--- src/rtl/uart_pkg.sv ---
// Shared UART definitions: receiver/transmitter FSM states and the parity helper.
package uart_pkg;

  typedef enum logic [2:0] {
    IDLE,
    START,
    DATA,
    PARITY,
    STOP
  } uart_state_e;

  // Widest supported data word; narrower words are zero-extended before use.
  localparam int unsigned MaxDataBits = 9;

  // True when data plus received parity bit do not match the selected parity sense.
  function automatic logic parity_mismatch(input logic [MaxDataBits-1:0] data,
                                           input logic                   par_bit,
                                           input logic                   odd);
    return ((^data) ^ par_bit) != odd;
  endfunction

endpackage

--- src/rtl/uart_sync2.sv ---
// Two-flop synchroniser for the asynchronous rx pad; idles (and resets) high.
module uart_sync2 (
  input  logic clk,
  input  logic areset_n,
  input  logic i_d,
  output logic o_q
);

  logic r_meta;
  logic r_sync;

  // Two back-to-back flops; reset to the line's idle level so reset never looks like a start bit.
  always_ff @(posedge clk or negedge areset_n) begin
    if (!areset_n) begin
      r_meta <= 1'b1;
      r_sync <= 1'b1;
    end else begin
      r_meta <= i_d;
      r_sync <= r_meta;
    end
  end

  assign o_q = r_sync;

endmodule

--- src/rtl/uart_rx_param.sv ---
// Oversampled UART receiver with configurable frame format and a valid/ready holding register.
module uart_rx_param
  import uart_pkg::*;
#(
  parameter int unsigned DATA_BITS  = 8,
  parameter int unsigned OVERSAMPLE = 16,
  parameter int unsigned PARITY_EN  = 0,
  parameter int unsigned PARITY_ODD = 0,
  parameter int unsigned STOP_BITS  = 1
) (
  input  logic                 clk,
  input  logic                 areset_n,
  input  logic                 baud_tick,
  input  logic                 rx,
  output logic [DATA_BITS-1:0] out_data,
  output logic                 out_valid,
  input  logic                 out_ready,
  output logic                 parity_err,
  output logic                 frame_err,
  output logic                 overrun,
  output logic                 busy
);

  localparam int unsigned TickW = $clog2(OVERSAMPLE);
  localparam logic [TickW-1:0] HalfLast = TickW'(OVERSAMPLE / 2 - 1);
  localparam logic [TickW-1:0] BitLast  = TickW'(OVERSAMPLE - 1);
  localparam logic [3:0] DataLast = 4'(DATA_BITS - 1);
  localparam logic [3:0] StopLast = 4'(STOP_BITS - 1);

  logic                 w_rxs;
  logic                 w_bit_end;
  uart_state_e          r_state;
  logic [TickW-1:0]     r_tick_cnt;
  logic [3:0]           r_bit_cnt;
  logic [DATA_BITS-1:0] r_shift;
  logic                 r_perr;
  logic                 r_ferr;
  logic                 r_armed;
  logic                 r_done;

  uart_sync2 u_sync (
    .clk      (clk),
    .areset_n (areset_n),
    .i_d      (rx),
    .o_q      (w_rxs)
  );

  // Mid-bit sample point for data, parity and stop bits.
  assign w_bit_end = baud_tick && (r_tick_cnt == BitLast);
  assign busy      = (r_state != IDLE);

  // Frame FSM: bit timing, deserialisation and per-frame error capture.
  always_ff @(posedge clk or negedge areset_n) begin
    if (!areset_n) begin
      r_state    <= IDLE;
      r_tick_cnt <= '0;
      r_bit_cnt  <= '0;
      r_shift    <= '0;
      r_perr     <= 1'b0;
      r_ferr     <= 1'b0;
      r_armed    <= 1'b0;
      r_done     <= 1'b0;
    end else begin
      r_done <= 1'b0;
      unique case (r_state)
        IDLE: begin
          r_tick_cnt <= '0;
          // A low line only starts a frame once it has been seen high (break re-arm).
          if (w_rxs) begin
            r_armed <= 1'b1;
          end else if (r_armed) begin
            r_state   <= START;
            r_bit_cnt <= '0;
            r_perr    <= 1'b0;
            r_ferr    <= 1'b0;
          end
        end
        START: begin
          if (baud_tick) begin
            if (r_tick_cnt == HalfLast) begin
              r_tick_cnt <= '0;
              r_state    <= w_rxs ? IDLE : DATA;
            end else begin
              r_tick_cnt <= r_tick_cnt + 1'b1;
            end
          end
        end
        DATA: begin
          if (w_bit_end) begin
            r_tick_cnt <= '0;
            r_shift    <= {w_rxs, r_shift[DATA_BITS-1:1]};
            if (r_bit_cnt == DataLast) begin
              r_bit_cnt <= '0;
              r_state   <= (PARITY_EN != 0) ? PARITY : STOP;
            end else begin
              r_bit_cnt <= r_bit_cnt + 1'b1;
            end
          end else if (baud_tick) begin
            r_tick_cnt <= r_tick_cnt + 1'b1;
          end
        end
        PARITY: begin
          if (w_bit_end) begin
            r_tick_cnt <= '0;
            r_perr     <= parity_mismatch(MaxDataBits'(r_shift), w_rxs, PARITY_ODD != 0);
            r_state    <= STOP;
          end else if (baud_tick) begin
            r_tick_cnt <= r_tick_cnt + 1'b1;
          end
        end
        STOP: begin
          if (w_bit_end) begin
            r_tick_cnt <= '0;
            if (!w_rxs) r_ferr <= 1'b1;
            if (r_bit_cnt == StopLast) begin
              r_bit_cnt <= '0;
              r_state   <= IDLE;
              r_done    <= 1'b1;
              // A low final stop sample (break) must see the line go high before re-arming.
              r_armed   <= w_rxs;
            end else begin
              r_bit_cnt <= r_bit_cnt + 1'b1;
            end
          end else if (baud_tick) begin
            r_tick_cnt <= r_tick_cnt + 1'b1;
          end
        end
        default: r_state <= IDLE;
      endcase
    end
  end

  // Holding register: load on completion if free (or freed this clk), else flag overrun.
  always_ff @(posedge clk or negedge areset_n) begin
    if (!areset_n) begin
      out_data   <= '0;
      out_valid  <= 1'b0;
      parity_err <= 1'b0;
      frame_err  <= 1'b0;
      overrun    <= 1'b0;
    end else begin
      overrun <= 1'b0;
      if (r_done && (!out_valid || out_ready)) begin
        out_data   <= r_shift;
        parity_err <= r_perr;
        frame_err  <= r_ferr;
        out_valid  <= 1'b1;
      end else begin
        if (out_valid && out_ready) out_valid <= 1'b0;
        if (r_done) overrun <= 1'b1;
      end
    end
  end

endmodule

--- config.mk ---
export PLATFORM = sky130hd
export DESIGN_NAME = uart_rx_param
export DESIGN_NICKNAME = d
export VERILOG_FILES = /design/src/rtl/uart_pkg.sv /design/src/rtl/uart_sync2.sv /design/src/rtl/uart_rx_param.sv
export SDC_FILE = /design/constraint.sdc
export NUM_CORES = 1
export LEC_CHECK = 0
export BUFFER_PORTS_ARGS = -buffer_cell sky130_fd_sc_hd__buf_4
export CORE_UTILIZATION = 35
export CTS_CLUSTER_DIAMETER = 40
export DETAILED_ROUTE_END_ITERATION = 8
export SKIP_LAST_GASP = 1
export SYNTH_ARGS = -nofsm -noshare
export SYNTH_HDL_FRONTEND = slang
export SYNTH_SLANG_ARGS = --single-unit
--- constraint.sdc ---
create_clock -name clk -period 2.5 [get_ports clk]
set_input_delay 0.375 -clock clk [delete_from_list [all_inputs] [get_ports clk]]
set_output_delay 0.375 -clock clk [all_outputs]
set_load 0.005 [all_outputs]
* After elaboration in Yosys (flattened, before gate mapping)
Index checks and enable logic that the tools add are counted.
Storage, ports and cells: input bits 5, bits in registers 37, output and inout port bits 13, word-level logic and storage cells 100
Operators by class: bitwise gates (word level) 1, add/sub/neg operators 2, multiplexer cells 41, equal/unequal tests 19, reductions and logical operators 22
Operator list (number):
- 4-bit 2-to-1 mux | 10
- 3-bit 2-to-1 mux | 9
- 4-bit one-hot mux with 3 select lines | 2
- 2-bit inequality test, second input constant | 10
- 1-bit 2-to-1 mux | 15
- 3-bit one-hot mux with 5 select lines | 1
- 5-bit AND reduction | 2
- 9-bit AND reduction | 1
- 3-bit nonzero test | 3
- 9-bit XOR reduction | 1
- 4-bit by 1-bit adder with 4-bit output, second input constant | 2
- 4-bit by 3-bit equality test with 1-bit output, second input constant | 2
- 4-bit AND reduction | 2
- 3-bit by 2-bit equality test with 1-bit output, second input constant | 2
- 1-bit one-hot mux with 2 select lines | 3
- 2-bit nonzero test | 3
- 4-bit equality test, second input constant | 1
- 4-bit logical NOT | 1
- 3-bit by 1-bit equality test with 1-bit output, second input constant | 1
- 3-bit equality test, second input constant | 1
- 1-bit logical AND | 3
- 3-bit logical NOT | 1
- 3-bit by 1-bit inequality test with 1-bit output, second input constant | 1
- 3-bit AND reduction | 1
- 7 further kinds | 7

* Longest topological paths before layout
Gate-level depths: netlist (run 1).
word-level depth 4, mapped depth 6

* Hierarchy
From an unflattened synthesis (run 1), not the netlist that was laid out.
Second synthesis, totals: cells, all modules 165, area total of the unflattened synthesis 1814.2 sq um
By module, submodules not included:
- uart_rx_param | cells each 163, area an instance 1761.7 sq um, times used 1
- uart_sync2 | cells each 2, area an instance 52.6 sq um, times used 1

* Worst setup path after synthesis (run 1)
Ideal clock, no wire load.
kind register to register, from register r_bit_cnt[0], to register r_state[2], clock period less this slack 1950 ps, library setup time 125 ps, data required time 2375 ps, arrival time 1826 ps, stages on the path, launching flop included 7, slack 550 ps, path through dfrtp_1 inv_1 ha_1 or3b_4 a22o_1 nor4_1 mux2_2
On the way: word-level cells in the longest chain between the ends 3, elaborated cells on any way between the ends 5, classes of those cells eq/ne (3); reduce/logical (2)
Ends and longest elaborated chain:
- from (decl) | RTL line uart_rx_param.sv:34 | logic [3:0] r_bit_cnt;
- from (signal assigned) | RTL line uart_rx_param.sv:96 | r_bit_cnt <= r_bit_cnt + 1'b1;
- from (signal assigned) | RTL line uart_rx_param.sv:122 | r_bit_cnt <= r_bit_cnt + 1'b1;
- 4-bit by 3-bit equality test with 1-bit output or 4-bit logical NOT (tied branches) | RTL line uart_rx_param.sv:92, uart_rx_param.sv:115
- 2-bit inequality test (no source line)
- 9-bit AND reduction (no source line) (*)
- to (signal assigned) | RTL line uart_rx_param.sv:82 | r_state <= w_rxs ? IDLE : DATA;
- to (signal assigned) | RTL line uart_rx_param.sv:94 | r_state <= (PARITY_EN != 0) ? PARITY : STOP;
- to (decl) | RTL line uart_rx_param.sv:32 | uart_state_e r_state;
Every way passes the cells marked *; elsewhere a longest branch is shown, timed or not. A chain may end at the register's enable or synchronous reset.

* Worst setup path in the final report (run 1)
Same ends and word-level chain as after synthesis.

==> results of run 1 <==
## routing by layer
metal	up-vias	part of all wire, %	global-route usage, %
met5	-	0	0
met3	8	3.5	4.02
met2	21	44	21.3
met4	0	2.6	7.76
li1	617	-	-
met1	619	50	17.2
## sequential cells by signal, summed over array words and instances (netlist names), 3 cells and up
name,flops
r_bit_cnt,4
r_state,3
out_data,8
r_shift,8
r_tick_cnt,4
## area by class of cell
class	instances	area [um^2]
Clock inverter	2	38.8
Timing Repair Buffer	17	128
Inverter	8	30.0
Sequential cell	37	928
Multi-Input combinational cell	111	855
Fill cell	501	2970
Clock buffer	6	72.6
Tap cell	70	87.6
## synthesized netlist by cell type, types with 3 or more instances
| cell type | count | area [um^2] |
|---|---|---|
| a22o_1 | 4 | 35.0 |
| dfrtp_1 | 35 | 876 |
| mux2_2 | 19 | 214 |
| ha_1 | 3 | 37.5 |
| xnor2_1 | 5 | 43.8 |
| o21ai_0 | 5 | 25.0 |
| or3_1 | 3 | 18.8 |
| nand2b_1 | 4 | 25.0 |
| nor2_1 | 8 | 30.0 |
| nand3_1 | 6 | 30.0 |
| inv_1 | 8 | 30.0 |
| nand2_1 | 10 | 37.5 |
## layout by cell type (no fill, tap or decap), types with 2 or more instances in the layout
cell type  Yosys  final
dfrtp_1       35     35
mux2_2        19     19
buf_4          1     17
nand2_1       10     10
inv_1          8      8
nor2_1         8      8
nand3_1        6      6
xnor2_1        5      5
o21ai_0        5      5
clkbuf_8       2      5
nand2b_1       4      4
a22o_1         4      4
or3_1          3      3
ha_1           3      3
nor3b_1        2      2
nor3_1         2      2
nor3b_2        2      2
nand3b_1       2      2
nor4_1         2      2
o211ai_1       2      2
a21oi_1        2      2
maj3_1         2      2
o21a_1         2      2
xor2_1         2      2
mux2i_1        2      2
dfstp_2        2      2
## metrics by stage
step                hold WS [ns]  area (um^2)  setup slack, ns
detailed placement         0.356         2030            0.452
CTS                       0.0473         2140            0.438
global placement           0.348         2030            0.471
floorplan                 0.0794         1860            0.550
finish                    0.0402         2140            0.431
global route              0.0542         2140            0.318
## kinds of logic after synthesis
| group | count (synthesis) | synth area share, % |
|---|---|---|
| AO/OA/AOI/OAI | 26 | 9.94 |
| XOR/XNOR | 8 | 4.50 |
| adder cells (fa/ha/maj) | 5 | 3.09 |
| multiplexers | 21 | 12.6 |
| flip-flops | 37 | 49.8 |
| buffers and inverters | 13 | 4.30 |
| AND/OR/NAND/NOR | 51 | 15.8 |
## where the power goes
| group | switching, mW | internal, mW |
|---|---|---|
| logic | 0.286 | 0.294 |
| clock network | 0.211 | 0.299 |
| registers | 0.157 | 0.690 |
## worst max-delay path: stages, from the launching register on
cell     delay (ns)
dfrtp_1        0.41
inv_1          0.08
ha_1           0.15
or3b_4         0.39
a22o_1         0.26
nor4_1         0.30
mux2_2         0.37
## path summary, 6_finish.rpt
kind	start	to	slack, ns	depth (start not counted)
min in group clk	rx	u_sync.r_meta	0.19	1
min	areset_n	r_shift[6]	0.04	1
max	r_bit_cnt[0]	r_state[2]	0.43	6
max reg2reg	r_bit_cnt[0]	r_state[2]	0.43	6
min reg2reg	u_sync.r_meta	u_sync.o_q	0.37	0
max in group asynchronous	areset_n	u_sync.o_q	2.10	1
==> results by group, run 1 <==
Cells and area
  – Fin cells: 251
  – Final nets: 188
  – Core Util, Final: 41.9%
  – Area delta synth->final: 14.8%
  – ANT cells: 0
  – Layout cells sized above 1: 27.6%

Route
  – Wirelength, routed: 3.26 mm
  – DR WL/cell: 13.0 um
  – Antenna-violating nets left: 0
  – DRC Markers: 0
  – DRT Pass-1 Iters: 4
  – Detailed-route via count: 1265
  – DRC violation total after the first TritonRoute iteration: 68
  – Vias per cell: 5.04

Pwr
  – Leak: 1.01 nW
  – Final Total Pwr: 1.94 mW
  – Worst VDD drop: 0.299 mV
  – Pwr Density: 905 nW/um^2

STA
  – Slew headroom: 65.1%
  – Final Skew: 0.00704 ns
  – Final setup TNS: 0 ns
  – Final setup viols: 0
  – RSZ-0062 raised after global routing: false
  – Fin. Hold Viols: 0
  – Period utilization: 82.8%
  – Fmax: 483 MHz
  – Final Max Tran Viols: 0
  – Min Tclk post-route: 2.07 ns
  – Slew @ Worst Pin: 0.520 ns

Clock network
  – Clock tree buffer depth: 2
  – Skew-Pair Late Insertion Delay: 0.29 ns
  – Post-CTS resize count: 0
  – Clk root buf: clkbuf_8
  – Clock Pin Slew Worst Setup and Hold Paths: 0.07 ns
  – Clock sink total: 37
  – Htree depth: 2
  – CTS Hold Bufs: 0
  – Inserted Clock Buffers: 5
  – Setup bufs post-CTS: 0
  – CTS tree: done

Synth
  – Share of the yosys chip area belonging to registers: 49.8%
  – Ys async rst share: 100%
  – Top_reg_cell synth: dfrtp_1
  – Synth Net Count: 169
  – Post-Syn Area per Cell: 11.6 um^2
  – Yosys warns: 0
  – Post-synth EDFFs: 0
  – Syn Inst Count: 161
  – Synth Register Bits: 37
  – Syn Std Cell Area: 1860 um^2
  – Distinct cells, synth: 50

Job
  – Max Cap Viol: 0

Die
  – Die Span X: 75.0 um
  – Die height: 75.0 um
  – Core area: 5110 um^2
  – Boundary Pins: 18
  – Row Count: 26
  – Die area: 5620 um^2
  – Initial Util: 36.5%

Worst setup path
  – Critical Path Fanout Max: 4
  – Worst endpoint data arrival time: 2.25 ns
  – Kind of critical path: flip-flop to flip-flop
  – Crit start category: flip-flop
  – WP data required: 2.68 ns
  – CP Capture Type: flip-flop

GRT
  – Largest net degree at the start of global routing: 38
  – GRT Util Overall: 13.8%
  – Vias in the first global route: 1274
  – First-pass GRT wire length: 5.66 mm
  – Initial antenna violation count: 0
  – Grt total ovfl: 0

Place
  – Placer Congestion: 0.797
  – Port Buffer Count: 17
  – HPWL after DPL: 2.27 mm
  – DP Cell Count: 243

Worst hold path
  – Min-delay worst type: input pin to async pin

Run status
  – Outcome: completed
No activity file was read; power rests on OpenSTA's default activity.
==> run 2: changes to the inputs <==
- clock period: 2.5 -> 2 ns (I/O delays scaled with it)
==> run 2 against run 1 <==
Utilization rose by 1.6 points; sequential share of layout area fell by 1.6 points; wire length rose by 8.0%; hold slack improved by 0.078 ns; non-clock buffer count rose by 11; die area did not move; sequential cell count did not move.
==> results by group, run 2 (synthesis gave the netlist of run 1 again) <==
GRT
  – Grt met1 use: 18.7%
  – GRT Util Overall: 14.6%
  – Vias in the first global route: 1270
  – Largest net degree at the start of global routing: 38
  – Initial antenna violation count: 0
  – Busiest grt layer: met2
  – Met3 Use GR: 3.61%
  – Grt total ovfl: 0
  – Met2 GRT Util: 22.5%
  – First-pass GRT wire length: 5.99 mm

Cells and area
  – ANT cells: 0
  – Top flop regs: out_data (8), r_shift (8)
  – Area delta synth->final: 19.3%
  – Fin cells: 262
  – Reg area: 928 um^2
  – Most frequent cells in the layout: dfrtp_1, buf_4, mux2_2
  – Fillers: 508
  – Commonest non-fill, non-tap cell in the layout: dfrtp_1
  – Final nets: 199
  – Multi-input gate area: 877 um^2
  – Layout cells sized above 1: 32.8%

Worst setup path
  – Critical Path Fanout Max: 7
  – CP Capture Type: flip-flop
  – Reg2reg start: u_sync.o_q
  – WP data required: 2.18 ns
  – R2R cell count: 4
  – R2r setup slk: 0.05 ns
  – Worst endpoint data arrival time: 2.13 ns
  – Kind of critical path: flip-flop to flip-flop
  – FF-to-FF End: r_state[2]
  – Crit start category: flip-flop

Route
  – DR WL/cell: 13.5 um
  – DRC Markers: 0
  – Wirelength, routed: 3.53 mm
  – DRC violation total after the first TritonRoute iteration: 84
  – DRT Pass-1 Iters: 4
  – Vias per cell: 4.89
  – Antenna-violating nets left: 0
  – Detailed-route via count: 1281

Place
  – HPWL after DPL: 2.44 mm
  – Port Buffer Count: 17
  – DP Cell Count: 253
  – Placer Congestion: 0.830

Clock network
  – CTS tree: done
  – Clk root buf: clkbuf_8
  – Clock Pin Slew Worst Setup and Hold Paths: 0.07 ns
  – Setup bufs post-CTS: 0
  – Clock tree buffer depth: 2
  – Skew-Pair Late Insertion Delay: 0.29 ns
  – Clock sink total: 37
  – Inserted Clock Buffers: 5
  – Htree depth: 2

Die
  – Core area: 5110 um^2
  – Die height: 75.0 um
  – Initial Util: 36.5%
  – Die Span X: 75.0 um
  – Row Count: 26
  – Die area: 5620 um^2
  – Boundary Pins: 18

Run status
  – Outcome: completed

STA
  – Final setup viols: 0
  – Fmax: 513 MHz
  – Fin. Hold Viols: 0
  – RSZ-0062 raised after global routing: true
  – Slew headroom: 54.9%
  – Min Tclk post-route: 1.95 ns
  – Final Skew: 0.00465 ns
  – Final Max Tran Viols: 0
  – Slew @ Worst Pin: 0.671 ns
  – Period utilization: 97.5%

Worst hold path
  – Min-delay worst type: input pin to flip-flop
  – Hold path cells: 1
  – Hold wc startpoint: rx
  – Hold Path Sink: u_sync.r_meta

Pwr
  – Leak: 1.06 nW
  – Worst VDD drop: 0.365 mV
  – Pwr Density: 1130 nW/um^2
  – Final Total Pwr: 2.51 mW

Job
  – Max Cap Viol: 0
run 2: timing repair:
action	4_1_cts	5_1_grt
setup endpoints to repair	1	3
hold endpoints to repair	35	0
hold buffers	1	0
resized for setup	1	2
run 2: per-layer routing:
layer	vias to the layer above	part of all wire (%)	wire, um
met2	22	45	1600
met4	0	2.7	96
met1	612	49	1730
met3	9	2.9	103
met5	-	0	0
li1	638	-	-
run 2: power breakdown:
part / switching, mW / internal, mW
combinational: 0.467 / 0.505
clock: 0.268 / 0.240
sequential: 0.166 / 0.863
total: 0.902 / 1.61
run 2: worst max path at each step:
| stage | start | to | slack [ns] | cells after the start |
|---|---|---|---|---|
| after global routing | r_tick_cnt[0] | r_state[2] | -0.06 | 5 |
| after global placement | r_bit_cnt[0] | r_state[2] | 0.03 | 6 |
| after detailed placement | r_bit_cnt[0] | r_state[2] | -0.005 | 6 |
| after floorplan | r_bit_cnt[0] | r_state[2] | 0.05 | 6 |
| after CTS | r_bit_cnt[0] | r_state[2] | 0.07 | 6 |
| final | u_sync.o_q | r_state[2] | 0.05 | 4 |
run 2: through the flow:
step | TNS (ns) | instance area, um^2 | hold slack, ns | setup WS (ns) | util [%]
2_1_floorplan | 0 | 1860 | 0.00441 | 0.0495 | -
3_3_place_gp | 0 | 2100 | 0.295 | 0.0312 | 41.2
3_5_place_dp | -0.00483 | 2100 | 0.296 | -0.00483 | 41.2
4_1_cts | 0 | 2210 | 0.111 | 0.0673 | 43.2
5_1_grt | -0.168 | 2220 | 0.107 | -0.0613 | 43.5
6_report | 0 | 2220 | 0.118 | 0.0497 | 43.5
run 2: area by class of cell:
| cell class | instances | area share, % |
|---|---|---|
| sequential | 37 | 41.8 |
| multi-input combinational | 111 | 39.5 |
| timing repair buffer | 28 | 9.57 |
| tap | 70 | 3.94 |
| clock buffer | 5 | 3.10 |
| inverter | 8 | 1.35 |
| clock inverter | 3 | 0.788 |
run 2: worst max-delay path, stage by stage, from the launching register on:
cell	delay, ns
dfstp_2	0.61
or2b_2	0.30
a21boi_0	0.55
nor4_4	0.09
mux2_2	0.29
